## config.mk

```make
export PLATFORM = sky130hd
export DESIGN_NAME = aplic_msi_scheduler_flat
export DESIGN_NICKNAME = d
export VERILOG_FILES = /design/src/rtl/aplic_msi_scheduler_if.sv /design/src/rtl/aplic_msi_scheduler.sv /design/src/flat_wrapper.sv
export SDC_FILE = /design/constraint.sdc
export NUM_CORES = 1
export LEC_CHECK = 0
export BUFFER_PORTS_ARGS = -buffer_cell sky130_fd_sc_hd__buf_2
export CELL_PAD_IN_SITES_DETAIL_PLACEMENT = 0
export CELL_PAD_IN_SITES_GLOBAL_PLACEMENT = 1
export CORE_UTILIZATION = 41
export DETAILED_ROUTE_END_ITERATION = 7
export PLACE_DENSITY_LB_ADDON = 0.12
export SLEW_MARGIN = 40
export SYNTH_ARGS = -nofsm -noshare
export SYNTH_HDL_FRONTEND = slang
export SYNTH_SLANG_ARGS = --single-unit
```

## constraint.sdc

```tcl
create_clock -name i_clk -period 6.6 [get_ports i_clk]
set_input_delay 1.32 -clock i_clk [delete_from_list [all_inputs] [get_ports i_clk]]
set_output_delay 1.32 -clock i_clk [all_outputs]
set_load 0.02 [all_outputs]
```

## src/rtl/aplic_msi_scheduler_if.sv

```systemverilog
// MSI write channel between the APLIC delivery sequencer and the AXI-style write port.
// One request beat (valid/ready, addr, data) and one response beat (bvalid/bready, bresp).
interface aplic_msi_scheduler_if #(
  parameter int unsigned ADDR_W = 64,
  parameter int unsigned DATA_W = 32
);

  logic              valid;
  logic              ready;
  logic [ADDR_W-1:0] addr;
  logic [DATA_W-1:0] data;
  logic              bvalid;
  logic [1:0]        bresp;
  logic              bready;

  modport master (
    output valid,
    output addr,
    output data,
    output bready,
    input  ready,
    input  bvalid,
    input  bresp
  );

  modport slave (
    input  valid,
    input  addr,
    input  data,
    input  bready,
    output ready,
    output bvalid,
    output bresp
  );

endinterface

```

## src/rtl/aplic_msi_scheduler.sv

```systemverilog
// MSI delivery sequencer: round-robin picks one eligible source, looks up its target,
// issues a single MSI write, waits for the response, then pulses a pending-clear.
module aplic_msi_scheduler #(
  parameter int unsigned NR_SRC = 32,
  parameter int unsigned ADDR_W = 64,
  parameter int unsigned DATA_W = 32
) (
  input  logic                      i_clk,
  input  logic                      i_rst,
  input  logic [NR_SRC-1:0]         i_pending,
  input  logic [NR_SRC-1:0]         i_enabled,
  input  logic                      i_domain_ie,
  output logic [$clog2(NR_SRC)-1:0] o_lookup_idx,
  input  logic [ADDR_W-1:0]         i_lookup_addr,
  input  logic [10:0]               i_lookup_eiid,
  aplic_msi_scheduler_if.master     msi,
  output logic                      o_clr_pending,
  output logic [$clog2(NR_SRC)-1:0] o_clr_idx,
  output logic                      o_err,
  output logic                      o_busy
);

  localparam int unsigned IDX_W = $clog2(NR_SRC);

  typedef enum logic [1:0] {
    ST_IDLE  = 2'd0,
    ST_LATCH = 2'd1,
    ST_REQ   = 2'd2,
    ST_RESP  = 2'd3
  } state_t;

  state_t             state;
  logic [IDX_W-1:0]   sel_idx;
  logic [IDX_W-1:0]   last_idx;
  logic [NR_SRC-1:0]  elig;
  logic               any_elig;
  logic [IDX_W-1:0]   pick_idx;
  int unsigned        cand;
  logic [IDX_W-1:0]   cand_idx;

  // Source 0 is reserved and never eligible; IE gates all sources.
  always_comb begin
    elig    = i_pending & i_enabled & {NR_SRC{i_domain_ie}};
    elig[0] = 1'b0;
  end

  // Round-robin search starting just after last_idx; last_idx itself is visited last.
  always_comb begin
    any_elig = 1'b0;
    pick_idx = '0;
    cand     = 0;
    cand_idx = '0;
    for (int unsigned off = 1; off <= NR_SRC; off++) begin
      cand = 32'(last_idx) + off;
      if (cand >= NR_SRC) begin
        cand = cand - NR_SRC;
      end
      cand_idx = IDX_W'(cand);
      if (!any_elig && elig[cand_idx]) begin
        any_elig = 1'b1;
        pick_idx = cand_idx;
      end
    end
  end

  always_ff @(posedge i_clk or posedge i_rst) begin
    if (i_rst) begin
      state    <= ST_IDLE;
      sel_idx  <= '0;
      last_idx <= '0;
      msi.addr <= '0;
      msi.data <= '0;
    end else begin
      case (state)
        ST_IDLE: begin
          if (any_elig) begin
            sel_idx <= pick_idx;
            state   <= ST_LATCH;
          end
        end
        // Selection may have gone stale in the cycle since IDLE; abandon silently if so.
        ST_LATCH: begin
          if (elig[sel_idx]) begin
            msi.addr <= i_lookup_addr;
            msi.data <= DATA_W'(i_lookup_eiid);
            state    <= ST_REQ;
          end else begin
            state    <= ST_IDLE;
          end
        end
        ST_REQ: begin
          if (msi.ready) begin
            state <= ST_RESP;
          end
        end
        ST_RESP: begin
          if (msi.bvalid) begin
            last_idx <= sel_idx;
            state    <= ST_IDLE;
          end
        end
        default: state <= ST_IDLE;
      endcase
    end
  end

  // Handshake strobes decode straight from the state register so reset drops them at once.
  assign msi.valid     = (state == ST_REQ);
  assign msi.bready    = (state == ST_RESP);
  assign o_busy        = (state != ST_IDLE);
  assign o_lookup_idx  = sel_idx;
  assign o_clr_idx     = sel_idx;
  assign o_clr_pending = (state == ST_RESP) && msi.bvalid;
  assign o_err         = (state == ST_RESP) && msi.bvalid && (msi.bresp != 2'd0);

endmodule
```

## src/flat_wrapper.sv

```systemverilog
// flat-port wrapper written by rule: the top's interface ports become plain ports
module aplic_msi_scheduler_flat 
#(
  parameter int unsigned NR_SRC = 32,
  parameter int unsigned ADDR_W = 64,
  parameter int unsigned DATA_W = 32
)
  (i_clk, i_rst, i_pending, i_enabled, i_domain_ie, o_lookup_idx, i_lookup_addr, i_lookup_eiid, o_clr_pending, o_clr_idx, o_err, o_busy, msi_valid, msi_addr, msi_data, msi_bready, msi_ready, msi_bvalid, msi_bresp);
  aplic_msi_scheduler_if #(.ADDR_W(ADDR_W), .DATA_W(DATA_W)) msi_i ();
  input  logic i_clk;
  input  logic i_rst;
  input  logic [NR_SRC-1:0] i_pending;
  input  logic [NR_SRC-1:0] i_enabled;
  input  logic i_domain_ie;
  output logic [$clog2(NR_SRC)-1:0] o_lookup_idx;
  input  logic [ADDR_W-1:0] i_lookup_addr;
  input  logic [10:0] i_lookup_eiid;
  output logic o_clr_pending;
  output logic [$clog2(NR_SRC)-1:0] o_clr_idx;
  output logic o_err;
  output logic o_busy;
  output wire logic [$bits(msi_i.valid)-1:0] msi_valid;
  output wire logic [$bits(msi_i.addr)-1:0] msi_addr;
  output wire logic [$bits(msi_i.data)-1:0] msi_data;
  output wire logic [$bits(msi_i.bready)-1:0] msi_bready;
  input wire logic [$bits(msi_i.ready)-1:0] msi_ready;
  input wire logic [$bits(msi_i.bvalid)-1:0] msi_bvalid;
  input wire logic [$bits(msi_i.bresp)-1:0] msi_bresp;
  assign msi_valid = msi_i.valid;
  assign msi_addr = msi_i.addr;
  assign msi_data = msi_i.data;
  assign msi_bready = msi_i.bready;
  assign msi_i.ready = msi_ready;
  assign msi_i.bvalid = msi_bvalid;
  assign msi_i.bresp = msi_bresp;
  aplic_msi_scheduler #(.NR_SRC(NR_SRC), .ADDR_W(ADDR_W), .DATA_W(DATA_W)) u_core (.i_clk(i_clk), .i_rst(i_rst), .i_pending(i_pending), .i_enabled(i_enabled), .i_domain_ie(i_domain_ie), .o_lookup_idx(o_lookup_idx), .i_lookup_addr(i_lookup_addr), .i_lookup_eiid(i_lookup_eiid), .msi(msi_i), .o_clr_pending(o_clr_pending), .o_clr_idx(o_clr_idx), .o_err(o_err), .o_busy(o_busy));
endmodule
```

# Word-level counts from Yosys, hierarchy flattened

Cells that the tools add are included.

$add $sub $neg: 64
$lt $le $gt $ge: 65
Equality and inequality tests: 6
Muxes and demuxes: 167
Bitwise gates (word level): 2
Reduce and logical (&&, ||, !) cells: 71

Operators with widths:

| cell                | count |
|---|---|
| $mux 5              | 64 |
| $lt 5x6->1 const B  | 33 |
| $ge 6x6->1 const B  | 31 |
| $bmux 1 s5          | 33 |
| $sub 5x1->5 const B | 32 |
| $add 5x5->6 const B | 16 |
| $mux 1              | 65 |
| $and 32x32->32      | 2 |
| $add 5x4->6 const B | 8 |
| $logic_and 1x1->1   | 33 |
| $logic_not 1->1     | 31 |
| $add 5x3->6 const B | 4 |
| $add 5x2->6 const B | 2 |
| $mux 2              | 4 |
| $pmux 2 s4          | 1 |
| $add 5x6->7 const B | 1 |
| $ge 7x6->1 const B  | 1 |
| $add 5x1->6 const B | 1 |
| $ne 2x1->1 const B  | 3 |
| $reduce_and 2->1    | 3 |
| $eq 2x2->1 const B  | 2 |
| $reduce_bool 2->1   | 2 |
| $reduce_and 3->1    | 1 |
| $eq 2x1->1 const B  | 1 |
| $logic_not 2->1     | 1 |

Flip-flop bits (word level): 87
Input port bits: 146
Output and inout bits: 111
Logic and storage cells: 380

# Depth between registers and ports, before layout

Gate-level depths: netlist (run 1).

Word-level depth: 101
Gate-level depth with buffers: 21
Gate-level depth less buffers: 15

# Worst setup path before layout (run 1)

Ideal clock, no wire load.

Kind: input port to flip-flop
Start point: input port i_domain_ie
End point: register u_core.sel_idx[3] (netlist: u_core.o_clr_idx[3])
Library setup time: 126 ps
Data arrival time: 4921 ps
Data required time: 6474 ps
Slack: 1553 ps
Stages on the path: 16
Buffers on the path: 3
Cell sequence: buf_2 or2b_2 buf_6 o22ai_1 mux4_2 a2bb2oi_2 o31ai_1 or4_4 or4_1 nor2_2 buf_4 nand2_1 and4_1 a2111oi_2 o21ai_1 a221o_1

Longest elaborated chain between the ends: 98
Elaborated cells on any way between the ends: 192
Classes of those cells: 128 x mux; 1 x bitwise; 63 x reduce/logical

Ends and longest elaborated chain:

| element                           | line                      | text |
|---|---|---|
| start: declaration                | flat_wrapper.sv:14        | `input logic i_domain_ie;` |
| $and 32x32->32 (*)                | aplic_msi_scheduler.sv:43 | `elig = i_pending & i_enabled & {NR_SRC{i_domain_ie}};` |
| $bmux 1 s5                        | aplic_msi_scheduler.sv:59 | `if (!any_elig && elig[cand_idx]) begin` |
| $mux 1 (implied by the code)      | aplic_msi_scheduler.sv:59 |  |
| $mux 1                            | aplic_msi_scheduler.sv:59 |  |
| $logic_not 1->1                   | aplic_msi_scheduler.sv:59 |  |
| $logic_and 1x1->1                 | aplic_msi_scheduler.sv:59 |  |
| $mux 1                            | aplic_msi_scheduler.sv:59 |  |
| $logic_not 1->1                   | aplic_msi_scheduler.sv:59 |  |
| [82 not listed]                   | n/a                       |  |
| $mux 1                            | aplic_msi_scheduler.sv:59 |  |
| $logic_not 1->1                   | aplic_msi_scheduler.sv:59 |  |
| $logic_and 1x1->1                 | aplic_msi_scheduler.sv:59 |  |
| $mux 1                            | aplic_msi_scheduler.sv:59 |  |
| $logic_not 1->1                   | aplic_msi_scheduler.sv:59 |  |
| $logic_and 1x1->1                 | aplic_msi_scheduler.sv:59 |  |
| $mux 1                            | aplic_msi_scheduler.sv:59 |  |
| $reduce_and 2->1 (no source line) | n/a                       |  |
| end signal: assignment            | aplic_msi_scheduler.sv:77 | `sel_idx <= pick_idx;` |
| end: declaration                  | aplic_msi_scheduler.sv:33 | `logic [IDX_W-1:0] sel_idx;` |

Mark *: on every way between the ends. The rest lies on a longest branch, timed or not. The select of a mux whose other input is x is not followed.
A chain may end at the register's enable or synchronous reset.

# Worst setup path after layout (run 1)

Start point: register u_core.last_idx[2]
End point: register u_core.sel_idx[3] (netlist: u_core.o_clr_idx[3])

Longest elaborated chain between the ends: 100
Elaborated cells on any way between the ends: 319
Classes of those cells: 64 x add/sub; 32 x order compare; 160 x mux; 63 x reduce/logical

Ends and longest elaborated chain:

| element                                          | line                                                 | text |
|---|---|---|
| start: declaration                               | aplic_msi_scheduler.sv:34                            | `logic [IDX_W-1:0] last_idx;` |
| start signal: assignment                         | aplic_msi_scheduler.sv:98                            | `last_idx <= sel_idx;` |
| $add 5x1->6                                      | aplic_msi_scheduler.sv:54                            | `cand = 32'(last_idx) + off;` |
| $sub 5x1->5 / $ge 6x6->1 (equally long branches) | aplic_msi_scheduler.sv:56, aplic_msi_scheduler.sv:55 |  |
| $mux 5                                           | aplic_msi_scheduler.sv:55                            | `if (cand >= NR_SRC) begin` |
| $bmux 1 s5                                       | aplic_msi_scheduler.sv:59                            |  |
| $mux 1 (implied by the code)                     | aplic_msi_scheduler.sv:59                            |  |
| $mux 1                                           | aplic_msi_scheduler.sv:59                            |  |
| $logic_not 1->1                                  | aplic_msi_scheduler.sv:59                            |  |
| $logic_and 1x1->1                                | aplic_msi_scheduler.sv:59                            |  |
| [84 not listed]                                  | n/a                                                  |  |
| $mux 1                                           | aplic_msi_scheduler.sv:59                            |  |
| $logic_not 1->1                                  | aplic_msi_scheduler.sv:59                            |  |
| $logic_and 1x1->1                                | aplic_msi_scheduler.sv:59                            |  |
| $mux 1                                           | aplic_msi_scheduler.sv:59                            |  |
| $logic_not 1->1                                  | aplic_msi_scheduler.sv:59                            |  |
| $logic_and 1x1->1                                | aplic_msi_scheduler.sv:59                            |  |
| $mux 1                                           | aplic_msi_scheduler.sv:59                            |  |
| $reduce_and 2->1 (no source line)                | n/a                                                  |  |

Parallel ways exist; a longest one is shown, timed or not. The select of a mux whose other input is x is not followed.

==> results.md, run 1 <==
- Hold-fix buffers, CTS: 0
- Average wire per standard cell: 24.20 µm
- Port bufs: 233
- Pre-CTS setup slack: 0.5144 ns
- Post-synthesis compound-gate area fraction: 22.04%
- Post-route setup TNS: 0 ns
- WL final: 39.66 mm
- Inst Count DP: 1623
- Post-Synth Adder-Cell Area: 1.480%
- Status: completed
- Slew @ Worst Pin: 0.8116 ns
- Post-synthesis sequential area ratio: 21.46%
- Initial antenna violation count: 0
- CTS Sinks: 87
- Final net count: 1468
- Clock root cell: clkbuf_16
- Most area-consuming cells after synthesis: dfrtp_1 (21%), mux4_2 (14%), mux2_2 (10%)
- Wl on met1: 17.10 mm
- Worst reg2reg path depth: 17
- Area of the multi-input gates: 0.007361 mm²
- Worst EP required: 6.81 ns
- Largest net degree at the start of global routing: 88
- Pins Over Slew Limit: 0
- Clk buf depth: 2
- Full die area: 0.02537 mm²
- DR vias/cell: 6.313
- Iter 0 DRT Violations: 987
- Vias in the first global route: 9518
- Share of cells above drive strength 1: 37.11%
- Reg area: 0.002180 mm²
- ANT nets after route: 0
- Critical path data arrival time: 6.32 ns
- Die X: 159.3 µm
- Synth cell types: 108
- ANT cells: 0
- Dominant synthesized flop cell: dfrtp_1
- Final Util: 48.79%
- Clock transition at path regs: 0.06 ns
- Critical Path Sink Type: register
- Fill count: 2386
- Residual DRC: 0
- Total grt overflow: 0
- Synth Area in Simple Gates: 18.13%
- Post-layout worst setup margin: 0.4866 ns
- Vias: 10350
- Hold Path Cell Cnt: 1
- Gp weighted congestion: 1.017
- Crit-path max FO: 20
- Final min period: 6.113 ns
- Mux share of post-synthesis cell area: 25.94%
- Slew margin rel.: 45.89%
- Core box area: 0.02432 mm²
- Setup-failing EPs final: 0
- Period Utilization, post-route: 92.63%
- Hold Fails Final Rpt: 0
- Clk_lat worst skew: 0.34 ns
- Max-Cap Viols: 0
- Cell Rows: 57
- First-pass GRT wire length: 60.07 mm
- GRT Overall Usage: 31.07%
- Post-synthesis instance total: 1099
- Top layer in use: met4
- TritonRoute pass-1 iters: 5
- Max Fclk: 163.6 MHz
- WS Path Type: register to register
- Largest family of logic cells by synthesized area: multiplexers
- Num CTS Buffers: 9
- CTS tree: done
- Final std cells w/o fill: 1639
- Syn Area/Cell: 9.230 µm²
- FF+latch count, synth: 87
- Hold crit path type: register to register
- Synth Area in XOR/XNOR: 3.898%
- Routed met3 length: 3.827 mm
- Number of synthesized flops with an enable pin: 0
- Die Ht: 159.3 µm
- Post-synth top area share: 21.46%
- Initial core utilization: 41.71%
- Area growth syn-to-layout: 16.97%
- Async SR Flop Fraction: 100.0%
- Met2 wire len: 17.61 mm
- # resized after CTS: 0
- Most frequent cells in the layout: buf_2 (235), nand2_1 (129), mux2_2 (90)
- Post-DP HPWL: 30.56 mm
- Worst Skew: 0.01534 ns
- Ys Warns: 0
- Most common cell after layout, fill and taps aside: buf_2
- Boundary pin count: 257
- RSZ-0062 raised after global routing: no
- Area leader, netlist: dfrtp_1
- Postcts setup bufs: 0
- H-tree levels: 3
- CP Launch Type: register
- Mapped Area: 0.01014 mm²
sequential cells by signal, indices dropped and copies added, names as in the netlist, named ones only:
| signal | count |
|---|---|
| u_core.msi.addr | 64 |
| u_core.msi.data | 11 |
| u_core.last_idx | 5 |
| u_core.o_clr_idx | 5 |
| u_core.state | 1 |
critical path, cell delays in order, from the launching register on:
cell and delay, ns:
dfrtp_2 0.59, inv_2 0.55, ha_1 0.38, buf_4 0.21, a41oi_1 0.17, a31oi_1 0.09, o211ai_1 0.56, o22ai_1 0.26
nor2_1 0.15, buf_4 0.16, nand3_1 0.38, or3_1 0.64, nor4b_4 0.59, nand4_1 0.19, and4_1 0.25, a2111oi_2 0.28
o21ai_1 0.16, a221o_1 0.35
area by class of cell:
cell class | instances | area share (%)
clock buffers | 10 | 1.930
clock inverters | 6 | 0.7698
repair buffers | 274 | 12.54
flip-flops and latches | 87 | 18.37
well taps | 324 | 3.417
inverters | 28 | 0.9385
multi-input cells | 910 | 62.04
stage by stage:
| step | hold WS, ns | cell area [µm²] |
|---|---|---|
| 5_1_grt | 0.5145 | 11870 |
| 6_report | 0.5003 | 11870 |
| 4_1_cts | 0.5044 | 11860 |
| 2_1_floorplan | 0.4873 | 10220 |
| 3_3_place_gp | 0.4838 | 11510 |
| 3_5_place_dp | 0.4901 | 11530 |
routing by layer:
metal,vias up,GRT usage (%)
met2,586,47.33
met5,-,0
met1,5056,44.53
li1,4639,-
met3,66,6.200
met4,0,8.916
cell usage after synthesis (10+ instances only):
master	n
dfrtp_1	87
a21oi_1	34
o21ai_0	57
o211ai_1	17
mux2_2	90
ha_1	12
mux4_2	61
clkbuf_1	29
nand2_1	129
and2_1	19
buf_4	32
o22a_1	18
o221ai_1	12
nor2_1	64
nand3_1	42
buf_2	17
o2bb2ai_1	10
nor3_1	29
inv_1	22
nand4_1	11
a31oi_1	12
xnor2_1	23
o22ai_1	28
mux2i_1	15
final timing paths:
| check | from | to | slack [ns] |
|---|---|---|---|
| setup / recovery | u_core.last_idx[2]$_DFFE_PP0P_ | u_core.o_clr_idx[3]$_DFFE_PP0P_ | 0.49 |
| hold / removal | u_core.msi.addr[1]$_DFFE_PP0P_ | u_core.msi.addr[1]$_DFFE_PP0P_ | 0.50 |
| setup reg to reg | u_core.last_idx[2]$_DFFE_PP0P_ | u_core.o_clr_idx[3]$_DFFE_PP0P_ | 0.49 |
| hold reg to reg | u_core.msi.addr[1]$_DFFE_PP0P_ | u_core.msi.addr[1]$_DFFE_PP0P_ | 0.50 |
| max in group asynchronous | i_rst | u_core.last_idx[2]$_DFFE_PP0P_ | 4.91 |
| min in group asynchronous | i_rst | u_core.msi.addr[3]$_DFFE_PP0P_ | 1.19 |
kinds of logic (layout without fill, tap and decap cells):
logic type / Yosys count / after routing
XOR/XNOR: 34 / 34
AO/OA/AOI/OAI: 305 / 305
adder cells (fa/ha/maj): 12 / 12
multiplexers: 170 / 170
other: 1 / 21
AND/OR/NAND/NOR: 368 / 368
flip-flops: 87 / 87
buffers and inverters: 122 / 318
Power of run 1 is left out: the tool's default activity adds up to more than one toggle a clock period on the data nets, which glitch-free logic cannot reach.
==> inputs of run 2 (changes only) <==
--- a/config.mk
+++ b/config.mk
@@ -6,8 +6,10 @@
 export NUM_CORES = 1
 export LEC_CHECK = 0
 export BUFFER_PORTS_ARGS = -buffer_cell sky130_fd_sc_hd__buf_2
+export CAP_MARGIN = 0
 export CELL_PAD_IN_SITES_DETAIL_PLACEMENT = 0
 export CELL_PAD_IN_SITES_GLOBAL_PLACEMENT = 1
+export CORE_ASPECT_RATIO = 0.75
 export CORE_UTILIZATION = 41
 export DETAILED_ROUTE_END_ITERATION = 7
 export PLACE_DENSITY_LB_ADDON = 0.12
==> run 2 against run 1 <==
  * Sequential cell count did not move
  * First-iteration DRC count grew 17%
  * Global-route usage is 1.1 points higher
  * Clock skew is 0.0051 ns lower
  * Critical path depth down 2
  * Critical endpoint unchanged
  * Worst setup slack better by 0.098 ns
  * Final cell count increased by 1.2%
  * Register-to-register slack gained 0.098 ns
  * Non-clock buffer count rose by 12
  * Final area up 0.42%
  * Routed wire length rose by 2.6%
  * Die area barely moved
==> results.md, run 2 (synthesis gave the netlist of run 1 again) <==
- DR vias/cell: 6.315 (about the same)
- Routed met3 length: 5.720 mm (+49%)
- Hold crit path type: register to register
- Core box area: 0.02416 mm² (-0.67%)
- GRT Overall Usage: 32.15% (+1.1 points)
- Iter 0 DRT Violations: 1153 (+17%)
- Average wire per standard cell: 24.54 µm (+1.4%)
- Initial antenna violation count: 3 (+3)
- Crit path top cell by count: mux4_2
- Port bufs: 233 (unchanged)
- RSZ-0062 raised after global routing: no
- Postcts setup bufs: 0 (unchanged)
- Post-route setup TNS: 0 ns (unchanged)
- Vias in the first global route: 9815 (+3.1%)
- Area growth syn-to-layout: 17.47%
- Share of cells above drive strength 1: 37.48% (+0.37 points)
- CTS tree: done
- Most frequent cells in the layout: buf_2 (233), nand2_1 (129), mux2_2 (90)
- Hold Fails Final Rpt: 0 (unchanged)
- Clock transition at path regs: 0.07 ns (about the same)
- Largest register by flop count: u_core.msi.addr
- WS Path Type: register to register
- Largest net degree at the start of global routing: 76 (-14%)
- Delay-heaviest family, CP: simple AND/OR/NAND/NOR gates
- Residual DRC: 0 (unchanged)
- WL final: 40.69 mm (+2.6%)
- Max-Cap Viols: 0 (unchanged)
- Max stage delay on crit path: 0.70 ns (+0.06 ns)
- Reg2Reg Setup Slack: 0.59 ns (+0.10 ns)
- Largest registers: u_core.msi.addr (64), u_core.msi.data (11)
- Largest register FFs: 64 (unchanged)
- Critical Path Slowest Stage Cell: ha_1
- Fill count: 2346 (-1.7%)
- Top layer in use: met4
- Critical Path Sink Type: register
- Total grt overflow: 0 (unchanged)
- Final min period: 6.015 ns (-0.09849 ns)
- Crit-path max FO: 16 (-20%)
- Critical path data arrival time: 6.23 ns (-0.09 ns)
- FF-to-FF End: u_core.o_clr_idx[3]$_DFFE_PP0P_
- Gp weighted congestion: 1.021 (+0.35%)
- Slew margin rel.: 41.32% (-4.6 points)
- Final Instance Area: 0.01192 mm² (+0.42%)
- # resized after CTS: 0 (unchanged)
- Period Utilization, post-route: 91.14% (-1.5 points)
- CP endpoint: u_core.o_clr_idx[3]$_DFFE_PP0P_
- Setup-failing EPs final: 0 (unchanged)
- CP Launch Type: register
- Clk buf depth: 2 (unchanged)
- Wl on met1: 17.59 mm (+2.9%)
- CTS Sinks: 87 (unchanged)
- Cell Rows: 49 (-14%)
- WP buf/inv: 2 (-1)
- Worst EP required: 6.81 ns (about the same)
- Cell Chain, Critical Path: inv_2 > ha_1 > inv_1 > mux4_2 > o22a_1 > mux4_2 > o2111ai_1 > nor4b_1 > or3b_1 > nor2_2 > nand2_1 > and4_1 > a2111oi_2 > o21ai_1 > a221o_1
- Reg-to-Reg Start: u_core.last_idx[2]$_DFFE_PP0P_
- Clk_lat worst skew: 0.34 ns (about the same)
- First-pass GRT wire length: 60.98 mm (+1.5%)
- ANT nets after route: 0 (unchanged)
- Pins Over Slew Limit: 0 (unchanged)
- Crit. Startpoint: u_core.last_idx[2]$_DFFE_PP0P_
- Clock root cell: clkbuf_16
- Worst Skew: 0.01024 ns (-0.005101 ns)
- Status: completed
- Num CTS Buffers: 9 (unchanged)
- Die Ht: 138.2 µm (-13%)
- Boundary pin count: 257 (unchanged)
- Full die area: 0.02538 mm² (about the same)
- Vias: 10470 (+1.2%)
- Slew @ Worst Pin: 0.8739 ns (+0.06230 ns)
- Worst reg2reg path depth: 15 (-2)
- Hold Path Cell Cnt: 1 (unchanged)
- Initial core utilization: 41.99% (+0.28 points)
- Post-DP HPWL: 31.54 mm (+3.2%)
- Most common cell after layout, fill and taps aside: buf_2
- Met2 wire len: 16.44 mm (-6.6%)
- Hold-fix buffers, CTS: 0 (unchanged)
- CP Depth: 15 (-2)
- TritonRoute pass-1 iters: 5 (unchanged)
- Max Fclk: 166.3 MHz (+1.6%)
- H-tree levels: 3 (unchanged)
- Final net count: 1480 (+0.82%)
- Post-Place Cell Area: 0.01162 mm² (+0.77%)
- Die X: 183.6 µm (+15%)
[run 2: changes by cell type in the layout (fill, tap and decap cells not counted), sizes merged]
cell and delta:
clkbuf -1, clkinvlp +1, inv -1, diode +1, buf +13, bufinv -1
[run 2: how the worst min path moves through the flow]
stage / startpoint / end / slack [ns]
floorplan: u_core.state[0]$_DFFE_PP0P_ / u_core.state[0]$_DFFE_PP0P_ / 0.49
CTS: u_core.msi.addr[44]$_DFFE_PP0P_ / u_core.msi.addr[44]$_DFFE_PP0P_ / 0.50
detailed placement: u_core.msi.addr[56]$_DFFE_PP0P_ / u_core.msi.addr[56]$_DFFE_PP0P_ / 0.49
finish: u_core.msi.addr[56]$_DFFE_PP0P_ / u_core.msi.addr[56]$_DFFE_PP0P_ / 0.50
global route: u_core.msi.data[5]$_DFFE_PP0P_ / u_core.msi.data[5]$_DFFE_PP0P_ / 0.52
global placement: u_core.msi.addr[6]$_DFFE_PP0P_ / u_core.msi.addr[6]$_DFFE_PP0P_ / 0.48
[run 2: final cells by class]
| class | count | area [µm²] | area share [%] |
|---|---|---|---|
| Clock buffer | 10 | 229.0 | 1.922 |
| Tap cell | 331 | 414.1 | 3.476 |
| Antenna cell | 1 | 2.502 | 0.02100 |
| Clock inverter | 5 | 60.06 | 0.5040 |
| Sequential cell | 87 | 2180 | 18.29 |
| Multi-Input combinational cell | 910 | 7347 | 61.66 |
| Inverter | 28 | 111.4 | 0.9346 |
| Timing Repair Buffer | 286 | 1572 | 13.19 |
[run 2: metal layers]
layer / vias to the layer above / track usage [%]
met5: - / 0.7619
met3: 61 / 14.30
met1: 5079 / 45.92
met2: 659 / 43.64
met4: 0 / 7.982
li1: 4671 / -
[run 2: stage by stage]
step           hold slack, ns  worst slack, ns  instances  utilization (%)
5_1_grt                0.5181           0.3495       1658            49.33
3_3_place_gp           0.4828           0.6540       1642            48.05
3_5_place_dp           0.4901           0.6001       1642            48.12
4_1_cts                0.5039           0.8135       1657            49.32
6_report               0.5001           0.5851       1658            49.33
2_1_floorplan          0.4873            1.553       1119                -
[run 2: worst register-to-register path: stages, from the launching register on]
cell and delay, ns:
dfrtp_2 0.55, inv_2 0.22, ha_1 0.70, inv_1 0.24
mux4_2 0.30, o22a_1 0.34, mux4_2 0.48, o2111ai_1 0.41
nor4b_1 0.58, or3b_1 0.45, nor2_2 0.35, nand2_1 0.19
and4_1 0.23, a2111oi_2 0.26, o21ai_1 0.21, a221o_1 0.37
Power of run 2 is left out for the same reason.
==> inputs of run 3 (changes only) <==
--- a/config.mk
+++ b/config.mk
@@ -13,6 +13,7 @@
 export CORE_UTILIZATION = 41
 export DETAILED_ROUTE_END_ITERATION = 7
 export PLACE_DENSITY_LB_ADDON = 0.12
+export REMOVE_ABC_BUFFERS = 1
 export SLEW_MARGIN = 40
 export SYNTH_ARGS = -nofsm -noshare
 export SYNTH_HDL_FRONTEND = slang
==> run 3 against run 2 <==
  * Fmax grew 4.3%
  * Worst hold slack lost 0.0014 ns
  * Sequential share of layout area is essentially flat
  * Sequential cell count is the same
  * Die area is the same
  * Register-to-register slack gained 0.25 ns
  * Global-route usage shrank 0.060 points
  * Count of clock-buffer cells in the layout grew 3
  * First-iteration DRC count grew 2.8%
  * Non-clock buffer count shrank 2
  * Routed wire length grew 0.54%
  * Worst setup slack gained 0.25 ns
==> results.md, run 3 (synthesis gave the netlist of run 1 again) <==
- Status: completed
- Largest register FFs: 64 (unchanged)
- Slew margin rel.: 38.94% (-2.4 points)
- Max stage delay on crit path: 0.70 ns (about the same)
- CTS Sinks: 87 (unchanged)
- Area growth syn-to-layout: 17.55% (about the same)
- Boundary pin count: 257 (unchanged)
- CP Depth: 12 (-3)
- # resized after CTS: 0 (unchanged)
- Crit path top cell by count: o21ai_0
- Cell Chain, Critical Path: ha_1 > xnor2_4 > mux4_2 > a2bb2oi_1 > mux2i_1 > or4_4 > or4_1 > or2_2 > nor4_1 > o21ai_0 > a21oi_1 > o21ai_0
- Slew @ Worst Pin: 0.9159 ns (+0.04200 ns)
- Pre-CTS setup slack: 0.8151 ns (+0.2150 ns)
- Largest registers: u_core.msi.addr (64), u_core.msi.data (11)
- Final Instance Area: 0.01192 mm² (about the same)
- Full die area: 0.02538 mm² (unchanged)
- Clk_lat worst skew: 0.33 ns (about the same)
- Crit. Startpoint: u_core.last_idx[0]$_DFFE_PP0P_
- CP endpoint: u_core.o_clr_idx[1]$_DFFE_PP0P_
- Critical path data arrival time: 5.96 ns (-0.27 ns)
- Most common cell after layout, fill and taps aside: buf_2
- WL final: 40.91 mm (+0.54%)
- Largest net degree at the start of global routing: 76 (unchanged)
- Delay-heaviest family, CP: simple AND/OR/NAND/NOR gates
- Vias: 10490 (+0.14%)
- CP Launch Type: register
- RSZ-0062 raised after global routing: no
- Max Fclk: 173.5 MHz (+4.3%)
- Cell Rows: 49 (unchanged)
- Die X: 183.6 µm (unchanged)
- Core box area: 0.02416 mm² (unchanged)
- Vias in the first global route: 9820 (+0.051%)
- Crit-path max FO: 18 (+2)
- Post-Place Cell Area: 0.01163 mm² (about the same)
- Hold crit path type: register to register
- Clk buf depth: 2 (unchanged)
- GRT Overall Usage: 32.09% (-0.060 points)
- Die Ht: 138.2 µm (unchanged)
- Share of cells above drive strength 1: 37.28% (-0.20 points)
- Postcts setup bufs: 0 (unchanged)
- CTS tree: done
- Hold Fails Final Rpt: 0 (unchanged)
- Final net count: 1478 (-0.14%)
- Pins Over Slew Limit: 0 (unchanged)
- WP buf/inv: 0 (-2)
- TritonRoute pass-1 iters: 5 (unchanged)
- Iter 0 DRT Violations: 1185 (+2.8%)
- Final Util: 49.36% (about the same)
- Max-Cap Viols: 0 (unchanged)
- Post-layout worst setup margin: 0.8350 ns (+0.2499 ns)
- Critical Path Slowest Stage Cell: mux4_2
- FF-to-FF End: u_core.o_clr_idx[1]$_DFFE_PP0P_
- Period Utilization, post-route: 87.35% (-3.8 points)
- Most frequent cells in the layout: buf_2 (233), nand2_1 (129), mux2_2 (90)
- Worst EP required: 6.80 ns (about the same)
- Reg2Reg Setup Slack: 0.83 ns (+0.25 ns)
- Inst Count DP: 1640 (-0.12%)
- Clock root cell: clkbuf_16
- Final min period: 5.765 ns (-0.2499 ns)
- Largest register by flop count: u_core.msi.addr
- Initial antenna violation count: 0 (-3)
- Average wire per standard cell: 24.70 µm (+0.66%)
- Clock transition at path regs: 0.06 ns (about the same)
- Final std cells w/o fill: 1656 (-0.12%)
- WS Path Type: register to register
- First-pass GRT wire length: 60.98 mm (unchanged)
- Setup-failing EPs final: 0 (unchanged)
- Total grt overflow: 0 (unchanged)
- Reg-to-Reg Start: u_core.last_idx[0]$_DFFE_PP0P_
- DR vias/cell: 6.332 (+0.26%)
- Worst reg2reg path depth: 12 (-3)
- Critical Path Sink Type: register
- H-tree levels: 3 (unchanged)
- Initial core utilization: 41.99% (unchanged)
- Residual DRC: 0 (unchanged)
- Hold-fix buffers, CTS: 0 (unchanged)
- ANT cells: 0 (-1)
- Post-DP HPWL: 31.81 mm (+0.87%)
- Worst Skew: 0.003714 ns (-0.006524 ns)
- Port bufs: 233 (unchanged)
- Num CTS Buffers: 9 (unchanged)
- ANT nets after route: 0 (unchanged)
- Gp weighted congestion: 1.003 (-1.7%)
run 3: changes by cell type in the layout (fill, tap and decap cells not counted), sizes merged:
cell    delta
clkinv     -2
buf        -2
clkbuf     +3
diode      -1
run 3: cell type report:
class	instances	area (µm²)
fillers	2364	12230
repair buffers	284	1578
inverters	28	112.6
flip-flops and latches	87	2180
well taps	331	414.1
multi-input cells	910	7347
clock inverters	3	42.54
clock buffers	13	250.2
run 3: metal layers:
metal | wire [µm] | vias to the layer above | track usage, %
met4 | 939 | 0 | 7.500
met1 | 17580 | 5090 | 46.18
met2 | 16590 | 663 | 44.36
li1 | - | 4670 | -
met3 | 5795 | 62 | 13.01
met5 | 0 | - | 0
run 3: worst min-delay path by stage:
stage / startpoint / endpoint / slack (ns) / cells past startpoint
finish: u_core.msi.addr[23]$_DFFE_PP0P_ / u_core.msi.addr[23]$_DFFE_PP0P_ / 0.50 / 1
global placement: u_core.msi.addr[42]$_DFFE_PP0P_ / u_core.msi.addr[42]$_DFFE_PP0P_ / 0.48 / 1
detailed placement: u_core.msi.data[1]$_DFFE_PP0P_ / u_core.msi.data[1]$_DFFE_PP0P_ / 0.49 / 1
floorplan: u_core.state[0]$_DFFE_PP0P_ / u_core.state[0]$_DFFE_PP0P_ / 0.49 / 1
global route: u_core.msi.addr[1]$_DFFE_PP0P_ / u_core.msi.addr[1]$_DFFE_PP0P_ / 0.51 / 1
CTS: u_core.msi.addr[37]$_DFFE_PP0P_ / u_core.msi.addr[37]$_DFFE_PP0P_ / 0.50 / 1
run 3: per-stage QoR:
stage               hold slack (ns)  TNS (ns)
floorplan                    0.4873   -0.2552
CTS                          0.5032         0
global placement             0.4831         0
detailed placement           0.4895         0
finish                       0.4987         0
global route                 0.5094         0
Power of run 3 is left out for the same reason.
